**src/rtl/div16x8_seq.sv**
```systemverilog
// Sequential restoring divider: 16-bit dividend / 8-bit divisor, one quotient bit per clock.
// FSM state is exported as a code and as a seven-segment digit.
module div16x8_seq #(
  parameter bit SEG_ACTIVE_LOW = 1'b0
) (
  input  logic        clk,
  input  logic        arst_n,
  input  logic        start,
  input  logic [15:0] dividend,
  input  logic [7:0]  divisor,
  output logic [15:0] quotient,
  output logic [7:0]  remainder,
  output logic        done_flag,
  output logic        div_by_zero,
  output logic [2:0]  state_out,
  output logic        seg_a,
  output logic        seg_b,
  output logic        seg_c,
  output logic        seg_d,
  output logic        seg_e,
  output logic        seg_f,
  output logic        seg_g
);

  localparam logic [2:0] IDLE = 3'd0;
  localparam logic [2:0] CALC = 3'd1;
  localparam logic [2:0] DONE = 3'd2;
  localparam logic [2:0] ERR  = 3'd3;

  logic [2:0]  state;
  logic        start_d;
  logic [15:0] q_w;
  logic [7:0]  r_w;
  logic [7:0]  d_w;
  logic [3:0]  cnt;

  logic        capture;
  logic [8:0]  t;
  logic [8:0]  diff;
  logic        ge;
  logic [15:0] q_next;
  logic [7:0]  r_next;
  logic [6:0]  seg_raw;

  assign capture = start & ~start_d & (state == IDLE);

  // One restoring step: shift the next dividend bit into the partial remainder.
  // When the compare fails, t < divisor <= 255, so t[8] is zero and dropping it is safe.
  always_comb begin
    t      = {r_w, q_w[15]};
    diff   = t - {1'b0, d_w};
    ge     = (t >= {1'b0, d_w});
    q_next = {q_w[14:0], ge};
    r_next = ge ? diff[7:0] : t[7:0];
  end

  always_ff @(posedge clk or negedge arst_n) begin
    if (!arst_n) begin
      state       <= IDLE;
      start_d     <= 1'b0;
      q_w         <= '0;
      r_w         <= '0;
      d_w         <= '0;
      cnt         <= '0;
      quotient    <= '0;
      remainder   <= '0;
      done_flag   <= 1'b0;
      div_by_zero <= 1'b0;
    end else begin
      start_d   <= start;
      done_flag <= 1'b0;
      case (state)
        IDLE: begin
          if (capture) begin
            div_by_zero <= 1'b0;
            if (divisor != 8'd0) begin
              q_w   <= dividend;
              r_w   <= 8'd0;
              d_w   <= divisor;
              cnt   <= 4'd0;
              state <= CALC;
            end else begin
              quotient    <= 16'hFFFF;
              remainder   <= 8'hFF;
              div_by_zero <= 1'b1;
              done_flag   <= 1'b1;
              state       <= ERR;
            end
          end
        end
        CALC: begin
          q_w <= q_next;
          r_w <= r_next;
          cnt <= cnt + 4'd1;
          if (cnt == 4'd15) begin
            quotient  <= q_next;
            remainder <= r_next;
            done_flag <= 1'b1;
            state     <= DONE;
          end
        end
        DONE:    state <= IDLE;
        ERR:     state <= IDLE;
        default: state <= IDLE;
      endcase
    end
  end

  assign state_out = state;

  // Segment order {a,b,c,d,e,f,g}
  always_comb begin
    case (state)
      IDLE:    seg_raw = 7'b1111110;
      CALC:    seg_raw = 7'b0110000;
      DONE:    seg_raw = 7'b1101101;
      ERR:     seg_raw = 7'b1111001;
      default: seg_raw = 7'b0000000;
    endcase
  end

  assign {seg_a, seg_b, seg_c, seg_d, seg_e, seg_f, seg_g} =
    seg_raw ^ {7{SEG_ACTIVE_LOW}};

endmodule

```
**config.mk**
```make
export PLATFORM = sky130hd
export DESIGN_NAME = div16x8_seq
export DESIGN_NICKNAME = d
export VERILOG_FILES = /design/src/rtl/div16x8_seq.sv
export SDC_FILE = /design/constraint.sdc
export NUM_CORES = 1
export LEC_CHECK = 0
export CORE_AREA = 2 2 83 85
export CTS_CLUSTER_SIZE = 24
export DETAILED_ROUTE_END_ITERATION = 7
export DIE_AREA = 0 0 85 87
export MAX_ROUTING_LAYER = met4
export PLACE_DENSITY_LB_ADDON = 0.2
export SLEW_MARGIN = 20
export SYNTH_ARGS = -nofsm -noshare
export SYNTH_HDL_FRONTEND = slang
export SYNTH_SLANG_ARGS = --single-unit
```
**constraint.sdc**
```tcl
create_clock -name clk -period 2.69 [get_ports clk]
set_clock_uncertainty 0.05 [all_clocks]
set_input_delay 0.269 -clock clk [delete_from_list [all_inputs] [get_ports clk]]
set_output_delay 0.269 -clock clk [all_outputs]
set_load 0.02 [all_outputs]
```
== Word-level counts from Yosys, hierarchy flattened ==
Cells that the tools add are included.

* Register bits: 66
* Input port bits: 27
* Output and inout bits: 36
* Word-level logic and storage cells: 59

* Add/subtract/negate cells: 2
* Order comparisons: 1
* Eq/ne operators: 8
* Muxes and demuxes: 27
* Bitwise operators: 3
* Reduce and logical (&&, ||, !) cells: 8

{| class="wikitable"
|+ Operators with widths
! operator !! number
|-
| $mux W16 || 5
|-
| $pmux W16 S2 || 2
|-
| $mux W8 || 6
|-
| $pmux W8 S2 || 2
|-
| $pmux W7 S4 || 1
|-
| $ge A9 B8 Y1 || 1
|-
| $mux W4 || 2
|-
| $pmux W4 S2 || 1
|-
| $reduce_bool A8 Y1 || 1
|-
| $sub A8 B8 Y8 || 1
|-
| $eq A3 B2 Y1 const B || 2
|-
| $mux W3 || 2
|-
| $ne A2 B2 Y1 const B || 3
|-
| $pmux W3 S2 || 1
|-
| $reduce_and A3 Y1 || 2
|-
| $add A4 B1 Y4 const B || 1
|-
| $eq A4 B4 Y1 const B || 1
|-
| $reduce_and A2 Y1 || 2
|-
| $reduce_and A4 Y1 || 1
|-
| $eq A3 B1 Y1 const B || 1
|-
| $logic_not A3 Y1 || 1
|-
| $mux W1 || 3
|-
| $and A1 B1 Y1 || 2
|-
| $mux W2 || 1
|-
| other kinds (4) || 4
|}

== Longest topological paths before layout ==
Gate-level depths: netlist of run 1.

* Word-level depth: 5
* Gate-level depth with buffers: 10
* Depth with buffers taken out: 10

== Least setup slack after synthesis of run 1 ==
No wires, ideal clock.

* Kind: register to output
* Start: reg state[0], in the netlist state_out[0]
* End: out seg_d
* Arrival: 1.741 ns
* Data required time: 2.371 ns
* Path slack: 0.630 ns
* Cell stages (with the launch flop): 7
* Path buffers: 3
* Path through: dfrtp_1 > inv_1 > nor2_4 > inv_1 > buf_2 > buf_1 > buf_4

* Word-level cells in the longest chain between the ends: 2
* Elaborated cells between the ends (all ways): 5
* Classes of those cells: eq/ne: 3; mux: 1; reduce/logical: 1

{| class="wikitable"
|+ Ends and longest elaborated chain
! item !! RTL line !! text
|-
| start, declared || 30 || <nowiki>logic [2:0] state;</nowiki>
|-
| start signal, assigned || 59 || <nowiki>state <= IDLE;</nowiki>
|-
| start signal, assigned || 81 || <nowiki>state <= CALC;</nowiki>
|-
| start signal, assigned || 87 || <nowiki>state <= ERR;</nowiki>
|-
| $eq A3 B2 Y1 (tied with other cells) || 113 || <nowiki>case (state)</nowiki>
|-
| $pmux W7 S4 * || 113 ||
|-
| end, declared || 19 || <nowiki>output logic seg_d,</nowiki>
|}

Mark *: on every way between the ends. The rest lies on a longest branch, timed or not.

== Final worst setup path of run 1 ==
Same ends and word-level chain as after synthesis.

==> results.yml, run 1 <==
clock_network:
  cts-resized-gates: 0
  clock_path_buffers: 2
  numCtsBuffers: 9
  hold_buffers: 1
  htree_levels: 3
  clk_pin_slew_worst_paths_ns: 0.07
  cts_post_setup_buffers_inserted: 0
  cts_tree: "built"
  cts.sinks: 65
  cts_root_buf: "clkbuf_8"
  clock_latency_ns: 0.34
place:
  portBuffers: 60
  routabilityCongestion: 0.8442
  placed_area_sq_um: 3802
  place_inst: 467
  place_ws_ns: 0.3592
  dp_hpwl_um: 5158
setup_path:
  path_delay_family: "buffers and inverters"
  path_class: "reg -> out"
  worstPathMaxFanout: 20
  worstSetupEndpointType: "output port"
  crit_required_ns: 2.37
  critPathLaunchType: "flop"
  crit_chain: "inv_1 -> nor2_4 -> inv_1 -> buf_4 -> clkdlybuf4s50_1"
  cp_data_arrival_time_ns: 2.11
  cpPeakStageDelay_ns: 0.66
  slowest_stage: "clkdlybuf4s50_1"
  worst-path-buf-inv: 4
  cpMostUsedCell: "inv_1"
synthesis:
  synth_top_flop_cell: "dfrtp_1"
  synth_area_leaders: "dfrtp_1 52%, nor2_1 8.7%, a21oi_1 4.8%"
  synth_nets: 372
  yosys-top-cells-count: "72 x nor2_1, 65 x dfrtp_1, 37 x nand2_1"
  yosysMostFrequentCell: "nor2_1"
  synth_edf_count: 0
  yosysSeqAreaShare: 0.5206
  syn-mean-instance-area_sq_um: 9.326
  ys_async_sr_fraction: 1.000
  yosysTopAreaCell: "dfrtp_1"
  yosysUniqueCellTypes: 45
  synth-seq-cells: 65
  netlist_area_sq_um: 3124
  synth_cells: 335
  ys_warn_count: 0
  synth_top_area_frac: 0.5206
detailed_routing:
  viasPerCell: 5.200
  drt_pass1_iterations: 5
  drtIter0Drc: 96
  routedWlPerCell_um: 14.65
  num_vias: 2517
  drt_wl_total_um: 7093
  ant_nets: 0
  drc: 0
global_route:
  antenna_found_initial: 0
  grt_pass1_wl_um: 11640
  grt_pass1_vias: 2457
  grt_max_degree: 38
  globalRoute.totalOverflow: 0
  grt_usage: 0.2085
die:
  rows: 30
  io_pins: 63
  start_util: 0.4756
  core_area_sq_um: 6569
  die_w_um: 85
  die_y_um: 87
  die_area_sq_um: 7395
sta:
  max_freq_mhz: 412.2
  layout_min_cycle_time_ns: 2.426
  whs_ns: 0.3834
  setup_violations: 0
  slew_headroom: 0.4597
  tns_ns: 0
  maxSlewViolCount: 0
  finalHoldViolations: 0
  rsz0062_at_grt: "no"
  setup_ws_ns: 0.2643
  period_share: 0.9018
  worstMarginPinSlew_ns: 0.8105
power_and_ir_drop:
  ir_drop_mv: 0.6806
  cellPowerDensity_nw_per_um2: 1327
  power_leakage_nw: 1.733
  power_mw: 5.360
run_status:
  status: "complete, no violations"
layout:
  multi_input_area_sq_um: 1344
  fin_cells: 484
  fill_cells: 572
  stdcell_area_sq_um: 4040
  syn_to_final_growth_pct: 29.32
  drive_gt1_frac: 0.1114
  fin_util: 0.6150
  antenna_cells: 0
  regArea_sq_um: 1627
  fin_nets: 436
min_path:
  hold_class: "in -> reg"
run:
  maxCapViolCount: 0
==> path summary, 6_finish.rpt <==
| path | from | end | slack (ns) | depth (start not counted) |
|---|---|---|---|---|
| min | start | start_d | 0.38 | 1 |
| min in group asynchronous | arst_n | q_w[4] | 0.51 | 2 |
| max in group asynchronous | arst_n | d_w[2] | 1.36 | 3 |
| max | state_out[0] | seg_d | 0.26 | 5 |
| max reg2reg | r_w[1] | r_w[0] | 0.38 | 7 |
| min reg2reg | d_w[6] | d_w[6] | 0.43 | 2 |
==> cells by family after synthesis <==
logic type	after synthesis	synth area share
and+or+nand+nor	152	0.2279
DFF	65	0.5206
AOI/OAI and AO/OA	63	0.1181
buffers and inverters	31	0.05126
adders and majority gates	10	0.04245
muxes	7	0.02323
xor gates and xnor gates	5	0.01402
other	2	0.002404
==> flip-flops by register name, indices dropped and copies added, names as in the netlist <==
name         cells
start_d          1
done_flag        1
r_w              8
quotient        16
d_w              8
remainder        8
state_out        2
div_by_zero      1
q_w             16
cnt              4
==> final cells by class <==
| cell class | instances | area share |
|---|---|---|
| Clock inverter | 6 | 0.02230 |
| Sequential cell | 65 | 0.4026 |
| Inverter | 13 | 0.01208 |
| Multi-Input combinational cell | 239 | 0.3326 |
| Clock buffer | 10 | 0.03407 |
| Tap cell | 80 | 0.02478 |
| Timing Repair Buffer | 71 | 0.1716 |
==> placed cells by master, fill, tap and decap left out, types with 3 or more instances in the layout <==
master and n:
nand2_1 37, mux2i_1 5, a31oi_1 3, clkbuf_8 10
xnor2_1 4, a21oi_1 30, nor3_2 8, nor2_2 4
clkdlybuf4s50_1 59, a21o_1 4, ha_1 9, inv_1 13
buf_4 9, nor2_1 72, o21ai_0 7, o21ai_1 7
nand3_1 11, nor3_1 7, dfrtp_1 65
==> report_power, final <==
group | leakage, nW | switching [mW] | internal (mW)
Combinational | 0.909 | 1.56 | 1.21
Sequential | 0.710 | 0.259 | 1.38
Clock | 0.113 | 0.393 | 0.550
==> metal layers <==
metal	global-route usage	share of wire
met1	0.2654	0.45
met2	0.3381	0.51
met3	0.03318	0.030
met4	0.07937	0.014
met5	-	0
Note: power is estimated with default switching activity, not from simulation.
==> run 2, diff against run 1 <==
--- a/config.mk
+++ b/config.mk
@@ -9,6 +9,7 @@
 export CTS_CLUSTER_SIZE = 24
 export DETAILED_ROUTE_END_ITERATION = 7
 export DIE_AREA = 0 0 85 87
+export DONT_BUFFER_PORTS = 1
 export MAX_ROUTING_LAYER = met4
 export PLACE_DENSITY_LB_ADDON = 0.2
 export SLEW_MARGIN = 20
==> results.yml, run 2 (same netlist as run 1, synthesis figures left out) <==
run_status:
  status: "complete, no violations"
detailed_routing:
  wl_met1_um: 3145
  ant_nets: 0
  routedWlPerCell_um: 15.93
  viasPerCell: 5.446
  drt_wl_total_um: 6896
  drtIter0Drc: 147
  drt_pass1_iterations: 4
  routed.top_layer: "met4"
  met3WireLength_um: 324
  drc: 0
  wl_met2_um: 3289
  num_vias: 2358
setup_path:
  worstSetupEndpointType: "flop"
  crit_required_ns: 2.86
  path_class: "reg -> reg"
  worstPathMaxFanout: 11
  cp_data_arrival_time_ns: 2.62
  r2r_cells: 7
  critPathLaunchType: "flop"
place:
  routabilityCongestion: 0.8251
  portBuffers: 0
  dp_hpwl_um: 4607
  place_inst: 406
power_and_ir_drop:
  sw_frac_of_total: 0.4490
  power.internal_mw: 2.661
  combPwrFrac: 0.471
  power_mw: 4.830
  power.switching_mw: 2.169
  ir_drop_mv: 0.5773
  clockPowerShare: 0.153
  cellPowerDensity_nw_per_um2: 1386
  seqPwrFrac: 0.376
  power_leakage_nw: 1.506
die:
  die_area_sq_um: 7395
  die_y_um: 87
  die_w_um: 85
  start_util: 0.4756
  core_area_sq_um: 6569
  io_pins: 63
  rows: 30
sta:
  period_share: 0.9095
  tns_ns: 0
  maxSlewViolCount: 0
  max_freq_mhz: 408.8
  whs_ns: 0.02642
  layout_min_cycle_time_ns: 2.446
  worstMarginPinSlew_ns: 0.5728
  setup_violations: 0
  rsz0062_at_grt: "no"
  finalHoldViolations: 0
  slew_headroom: 0.6182
clock_network:
  cts.sinks: 65
  clk_pin_slew_worst_paths_ns: 0.08
  cts-resized-gates: 0
  cts_root_buf: "clkbuf_8"
  clock_latency_ns: 0.35
  cts_tree: "built"
  htree_levels: 3
  clock_path_buffers: 2
  numCtsBuffers: 9
global_route:
  grt_max_degree: 66
  antenna_found_initial: 0
  globalRoute.totalOverflow: 0
  grt_pass1_wl_um: 11200
  grt_usage: 0.2020
  grt_pass1_vias: 2306
min_path:
  hold_depth: 2
  hold_class: "in -> reg"
layout:
  reg_top3: "q_w (16), quotient (16)"
  fin_util: 0.5307
  antenna_cells: 0
  layout_commonest_cell: "nor2_1"
  fill_cells: 598
  syn_to_final_growth_pct: 11.57
  fin_cells: 433
  fin_nets: 385
  layout_common_cells: "72 x nor2_1, 65 x dfrtp_1, 37 x nand2_1, 30 x a21oi_1, 13 x inv_1"
  drive_gt1_frac: 0.1246
run:
  maxCapViolCount: 0
==> run 2: cell types whose count changed in the layout (fill, tap and decap cells not counted) <==
cell / change
clkinv_4: +1
clkbuf_8: -1
inv_6: -1
clkdlybuf4s50_1: -59
clkinv_2: +2
buf_16: +1
bufinv_16: -2
buf_12: -1
buf_2: -1
dlygate4sd3_1: +9
clkinvlp_4: +1
==> run 2: path summary, 6_finish.rpt <==
kind / startpoint / end / slack, ns
max: r_w[6] / r_w[7] / 0.24
min: dividend[11] / q_w[11] / 0.03
max reg2reg: r_w[6] / r_w[7] / 0.24
min reg2reg: d_w[2] / d_w[2] / 0.44
max in group asynchronous: arst_n / remainder[2] / 1.93
min in group asynchronous: arst_n / quotient[4] / 0.41
==> run 2: power by group through the flow <==
| stage | clock network (mW) | logic, mW | registers [mW] |
|---|---|---|---|
| detailed placement | 0 | 2.25 | 1.83 |
| global placement | 0 | 2.21 | 1.82 |
| global route | 0.797 | 2.57 | 1.86 |
| finish | 0.739 | 2.27 | 1.82 |
| floorplan | 0 | 1.89 | 1.74 |
| CTS | 0.755 | 2.29 | 1.82 |
==> run 2: per-stage QoR <==
step,worst slack (ns),area [sq um]
2_1_floorplan,0.6299,3124
3_3_place_gp,0.3771,3187
3_5_place_dp,0.2458,3187
4_1_cts,0.2472,3486
5_1_grt,0.09163,3486
6_report,0.2435,3486
==> run 2: routing by layer <==
metal  up-vias  track usage
met2        56       0.3089
li1       1139            -
met3        10      0.04265
met5         -            -
met1      1153       0.2565
met4         0      0.09957
==> run 2: timing repair <==
| item | in CTS | in global routing |
|---|---|---|
| endpoints found under the hold margin | 74 | 0 |
| hold buffers | 11 | 0 |
| setup buffers | 0 | 0 |
==> run 2: area by class of cell <==
| class | count | area (sq um) | share of cell area |
|---|---|---|---|
| clock inverter | 7 | 47.55 | 0.01364 |
| tap | 80 | 100.1 | 0.02872 |
| sequential | 65 | 1627 | 0.4666 |
| clock buffer | 9 | 123.9 | 0.03553 |
| inverter | 13 | 48.80 | 0.01400 |
| timing repair buffer | 20 | 195.2 | 0.05599 |
| multi-input combinational | 239 | 1344 | 0.3855 |
==> run 2: worst max-delay path, cell delays in order (launching register included) <==
cell	delay, ns
dfrtp_1	0.40
ha_1	0.39
a211oi_1	0.31
o211a_1	0.20
o31a_1	0.41
buf_4	0.22
mux2i_1	0.23
o22ai_1	0.11
==> run 3, diff against run 2 <==
--- a/config.mk
+++ b/config.mk
@@ -5,6 +5,7 @@
 export SDC_FILE = /design/constraint.sdc
 export NUM_CORES = 1
 export LEC_CHECK = 0
+export ABC_AREA = 0
 export CORE_AREA = 2 2 83 85
 export CTS_CLUSTER_SIZE = 24
 export DETAILED_ROUTE_END_ITERATION = 7
==> results of run 3 <==
Final layout, timing and power as in run 2 (identical DEF).
==> patch 1: new RTL, flow settings as in run 1 <==
Set the parameter `SEG_ACTIVE_LOW` to 1'b1 (it was 1'b0).
--- a/src/rtl/div16x8_seq.sv
+++ b/src/rtl/div16x8_seq.sv
@@ -2,5 +2,5 @@
 // FSM state is exported as a code and as a seven-segment digit.
 module div16x8_seq #(
-  parameter bit SEG_ACTIVE_LOW = 1'b0
+  parameter bit SEG_ACTIVE_LOW = 1'b1
 ) (
   input  logic        clk,
Formal check against the unedited RTL: not equivalent (Yosys sat finds a counterexample within 4 cycles, from zero or initial values and one cycle with arst_n low).
==> patch 1 against run 1 <==
- wire length decreased by 2.2%
- sequential power is 2% higher
- synthesized area is 0.24% lower
- sequential share of layout area about the same
- sequential cell count unchanged
- design area hardly changed
- power about the same
- via count up 2.4%
- synthesized cell count unchanged
- worst setup slack improved by 0.12 ns
- critical path type is now flip-flop to flip-flop
- largest cell class unchanged
==> patch 1: results <==
[sta]
fin_hold_ws_ns = 0.399
tightest_slew_ns = 0.679

[cells_and_area]
final_nets = 433
n_fill_cell = 569
drive_above_1_share_pct = 8.52
final_cells = 479

[global_route]
use_met3_pct = 4.36
grtUsageMet2_pct = 31.0
grtUsageTotal_pct = 20.9
grt_max_degree = 53

[critical_path]
startpoint = "r_w[1]$_DFFE_PN0P_"
worst-path-max-fanout = 6

[synthesis]
synth_mux_area_share_pct = 2.29
synth_cell_types = 43
yosysSeqAreaShare_pct = 52.2
syn-mean-instance-area_sq_um = 9.30
synth_adder_area_share_pct = 4.26
synth_compound_area_share_pct = 16.6
synthTopCellsByCount = "dfrtp_1 (65), nand2_1 (52), nor2_1 (45)"
synth_area_leaders = "dfrtp_1 (52%), nand2_1 (6.3%), nor2_1 (5.4%)"

[placement]
place_congestion = 0.841
place_area_sq_um = 3820
dpl.hpwl_microns = 4780
place_inst = 464

[power_and_ir_drop]
ir_drop_v = 0.000643
power.leakage_nw = 1.74

[outcome]
status = "complete, no violations"

[drt]
vias = 2577
drt_iter0_drc = 136
wl_per_cell_microns = 14.5
patch 1: final timing paths:
check	end	cells after the start
setup / recovery	remainder[0]$_DFFE_PN0P_	6
hold / removal	start_d$_DFF_PN0_	1
setup reg to reg	remainder[0]$_DFFE_PN0P_	6
hold reg to reg	div_by_zero$_DFFE_PN0P_	2
max in group asynchronous	quotient[15]$_DFFE_PN0P_	3
min in group asynchronous	r_w[7]$_DFFE_PN0P_	2
patch 1: power breakdown:
group | leakage (nW) | switching [mW] | internal (mW)
registers | 0.698 | 0.267 | 1.41
logic | 0.933 | 1.57 | 1.20
clock network | 0.111 | 0.355 | 0.561
total | 1.74 | 2.19 | 3.17
patch 1: worst max-delay path, stage by stage, from the launching register on:
cell,delay (ns)
dfrtp_1,0.39
ha_1,0.40
nand3_1,0.16
or2_4,0.29
o221ai_2,0.40
mux2_2,0.40
a21oi_1,0.14
patch 1: layer usage:
| metal | vias up | wire [microns] |
|---|---|---|
| met3 | 9 | 398 |
| met2 | 78 | 3210 |
| met1 | 1225 | 3260 |
| met5 | - | 0 |
| met4 | 0 | 67 |
| li1 | 1265 | - |
patch 1: timing repair:
action | CTS | global route
hold buffers | 1 | 0
hold endpoints to repair | 27 | 0
setup endpoints to repair | 0 | 0
patch 1: layout make-up:
cell class | count | area, sq um | share of cell area [%]
Sequential cell | 65 | 1630 | 40.2
Multi-Input combinational cell | 237 | 1350 | 33.3
Timing Repair Buffer | 68 | 696 | 17.2
Clock buffer | 11 | 151 | 3.74
Tap cell | 80 | 100 | 2.48
Clock inverter | 3 | 65.1 | 1.61
Inverter | 15 | 56.3 | 1.39
patch 1: logic make-up after synthesis:
family,after synthesis
AND/OR/NAND/NOR,129
other,1
multiplexers,7
buffers and inverters,34
flip-flops,65
XOR/XNOR,3
adder cells (fa/ha/maj),10
AO/OA/AOI/OAI,86
patch 1: stage by stage:
stage          util [%]  setup slack (ns)
4_1_cts            61.5             0.411
3_5_place_dp       58.1             0.314
3_3_place_gp       58.1             0.402
5_1_grt            61.5             0.299
6_report           61.5             0.384
2_1_floorplan         -             0.610
==> patch 2: new RTL, config.mk and constraints of run 1 <==
Made on the original files. Put a register stage on the output `seg_g`, without a reset. The value now appears one clock later. The other outputs are not delayed to match.
--- a/src/rtl/div16x8_seq.sv
+++ b/src/rtl/div16x8_seq.sv
@@ -27,4 +27,6 @@
   localparam logic [2:0] DONE = 3'd2;
   localparam logic [2:0] ERR  = 3'd3;
+
+  logic seg_g_d;
 
   logic [2:0]  state;
@@ -120,6 +122,10 @@
   end
 
-  assign {seg_a, seg_b, seg_c, seg_d, seg_e, seg_f, seg_g} =
+  assign {seg_a, seg_b, seg_c, seg_d, seg_e, seg_f, seg_g_d} =
     seg_raw ^ {7{SEG_ACTIVE_LOW}};
+
+  always_ff @(posedge clk) begin
+    seg_g <= seg_g_d;
+  end
 
 endmodule
Formal check against the unedited RTL: not equivalent (a bounded check fails within 4 cycles, from zero or initial values and one cycle with arst_n low).
==> patch 2 against run 1 <==
- first-iteration DRC count decreased by 10%
- worst setup slack improved by 0.26 ns
- synthesized area increased by 0.64%
- power decreased by 1.1%
- design area decreased by 0.28%
- wire length increased by 1.5%
- sequential cell count increased by 1
- via count increased by 1.4%
- worst hold slack got worse by 0.032 ns
==> patch 2: results <==
[synthesis]
synth_cell_types = 46
synthArstFlopShare_pct = 98.5
yosys_warnings = 0
synthTopCellsByCount = "nor2_1 (72), dfrtp_1 (65), nand2_1 (37)"
synth_area_leaders = "dfrtp_1 (52%), nor2_1 (8.6%), a21oi_1 (4.8%)"
postSynthNetCount = 373
yosysSeqAreaShare_pct = 52.4
syn-mean-instance-area_sq_um = 9.36

[cells_and_area]
final_cells = 484
reg_top3 = "q_w (16), quotient (16)"
drive_above_1_share_pct = 10.9
n_fill_cell = 546
final_nets = 436
antenna_cells = 0

[hold_path]
min_path_type = "primary input to async pin"

[global_route]
antenna_found_initial = 0
grt_pass1_wl_microns = 11800
grt_max_degree = 49
first_global_vias = 2499
grtUsageTotal_pct = 21.2

[clock_tree]
hold_buffers = 1
clkLatencyLatePin_ns = 0.35
cts_buffers = 9
clk_pin_slew_ns = 0.08
post_cts_buffers = 0
clock-root-buffer = "clkbuf_8"
post_cts_resized = 0
cts_buffer_depth = 2
cts_max_level = 3

[sta]
max_slew_margin_pct = 64.7

[power_and_ir_drop]
power.leakage_nw = 1.72
ir_drop_v = 0.000718

[placement]
place_inst = 467
placement.io_buffers = 60
pre_cts_slack_ns = 0.534
dpl.hpwl_microns = 5010
place_congestion = 0.948

[critical_path]
critical_path_arrival_ns = 2.35
worst-path-max-fanout = 3

[outcome]
status = "complete, no violations"

[drt]
drt-pass1-iter-count = 4
drt_iter0_drc = 86
wl_microns = 7200
drc = 0
vias = 2553
patch 2: area by class of cell:
type | count | area, sq um | area share (%)
clock buffers | 10 | 138 | 3.42
clock inverters | 6 | 66.3 | 1.65
inverters | 13 | 48.8 | 1.21
multi-input cells | 239 | 1340 | 33.4
flip-flops and latches | 66 | 1650 | 40.9
well taps | 80 | 100 | 2.48
repair buffers | 70 | 686 | 17.0
patch 2: final timing paths:
kind,startpoint,endpoint,slack [ns],depth (start not counted)
max,q_w[15]$_DFFE_PN0P_,remainder[6]$_DFFE_PN0P_,0.52,10
max reg2reg,q_w[15]$_DFFE_PN0P_,remainder[6]$_DFFE_PN0P_,0.52,10
min reg2reg,d_w[2]$_DFFE_PN0P_,d_w[2]$_DFFE_PN0P_,0.43,2
min,arst_n,remainder[7]$_DFFE_PN0P_,0.35,2
max in group asynchronous,arst_n,remainder[5]$_DFFE_PN0P_,1.64,3
min in group clk,start,start_d$_DFF_PN0_,0.37,1
patch 2: power by group:
group	switching, mW	internal [mW]	total [mW]	leakage (nW)
sequential	0.255	1.40	1.65	0.719
clock	0.409	0.453	0.861	0.0945
combinational	1.56	1.22	2.79	0.905
patch 2: worst max-delay path: stages (launching register included):
cell and delay (ns):
dfrtp_1 0.38, inv_1 0.10, ha_1 0.20, inv_1 0.07, fa_1 0.40, a21oi_1 0.19, o211ai_1 0.10, a21oi_1 0.20
xnor2_1 0.08, mux2i_1 0.19, a21oi_1 0.10
patch 2: per-stage QoR:
step / instance area, sq um / hold slack (ns)
6_report: 4030 / 0.351
5_1_grt: 4030 / 0.389
4_1_cts: 4030 / 0.357
3_5_place_dp: 3810 / 0.204
3_3_place_gp: 3810 / 0.188
2_1_floorplan: 3140 / -0.0766
patch 2: logic make-up after synthesis:
family / count (synthesis) / synth area share [%]
buffers and inverters: 31 / 5.09
other: 2 / 0.239
DFF: 66 / 52.4
adders and majority gates: 10 / 4.22
and+or+nand+nor: 152 / 22.6
AOI/OAI and AO/OA: 63 / 11.7
xor gates and xnor gates: 5 / 1.39
muxes: 7 / 2.31
patch 2: layer usage:
metal  GRT usage (%)  vias up  part of all wire, %
met2            33.4       54                   50
li1                -     1246                    -
met4            7.22        0                 0.89
met3            5.31        7                  4.2
met1            27.1     1246                   45
met5               -        -                    0
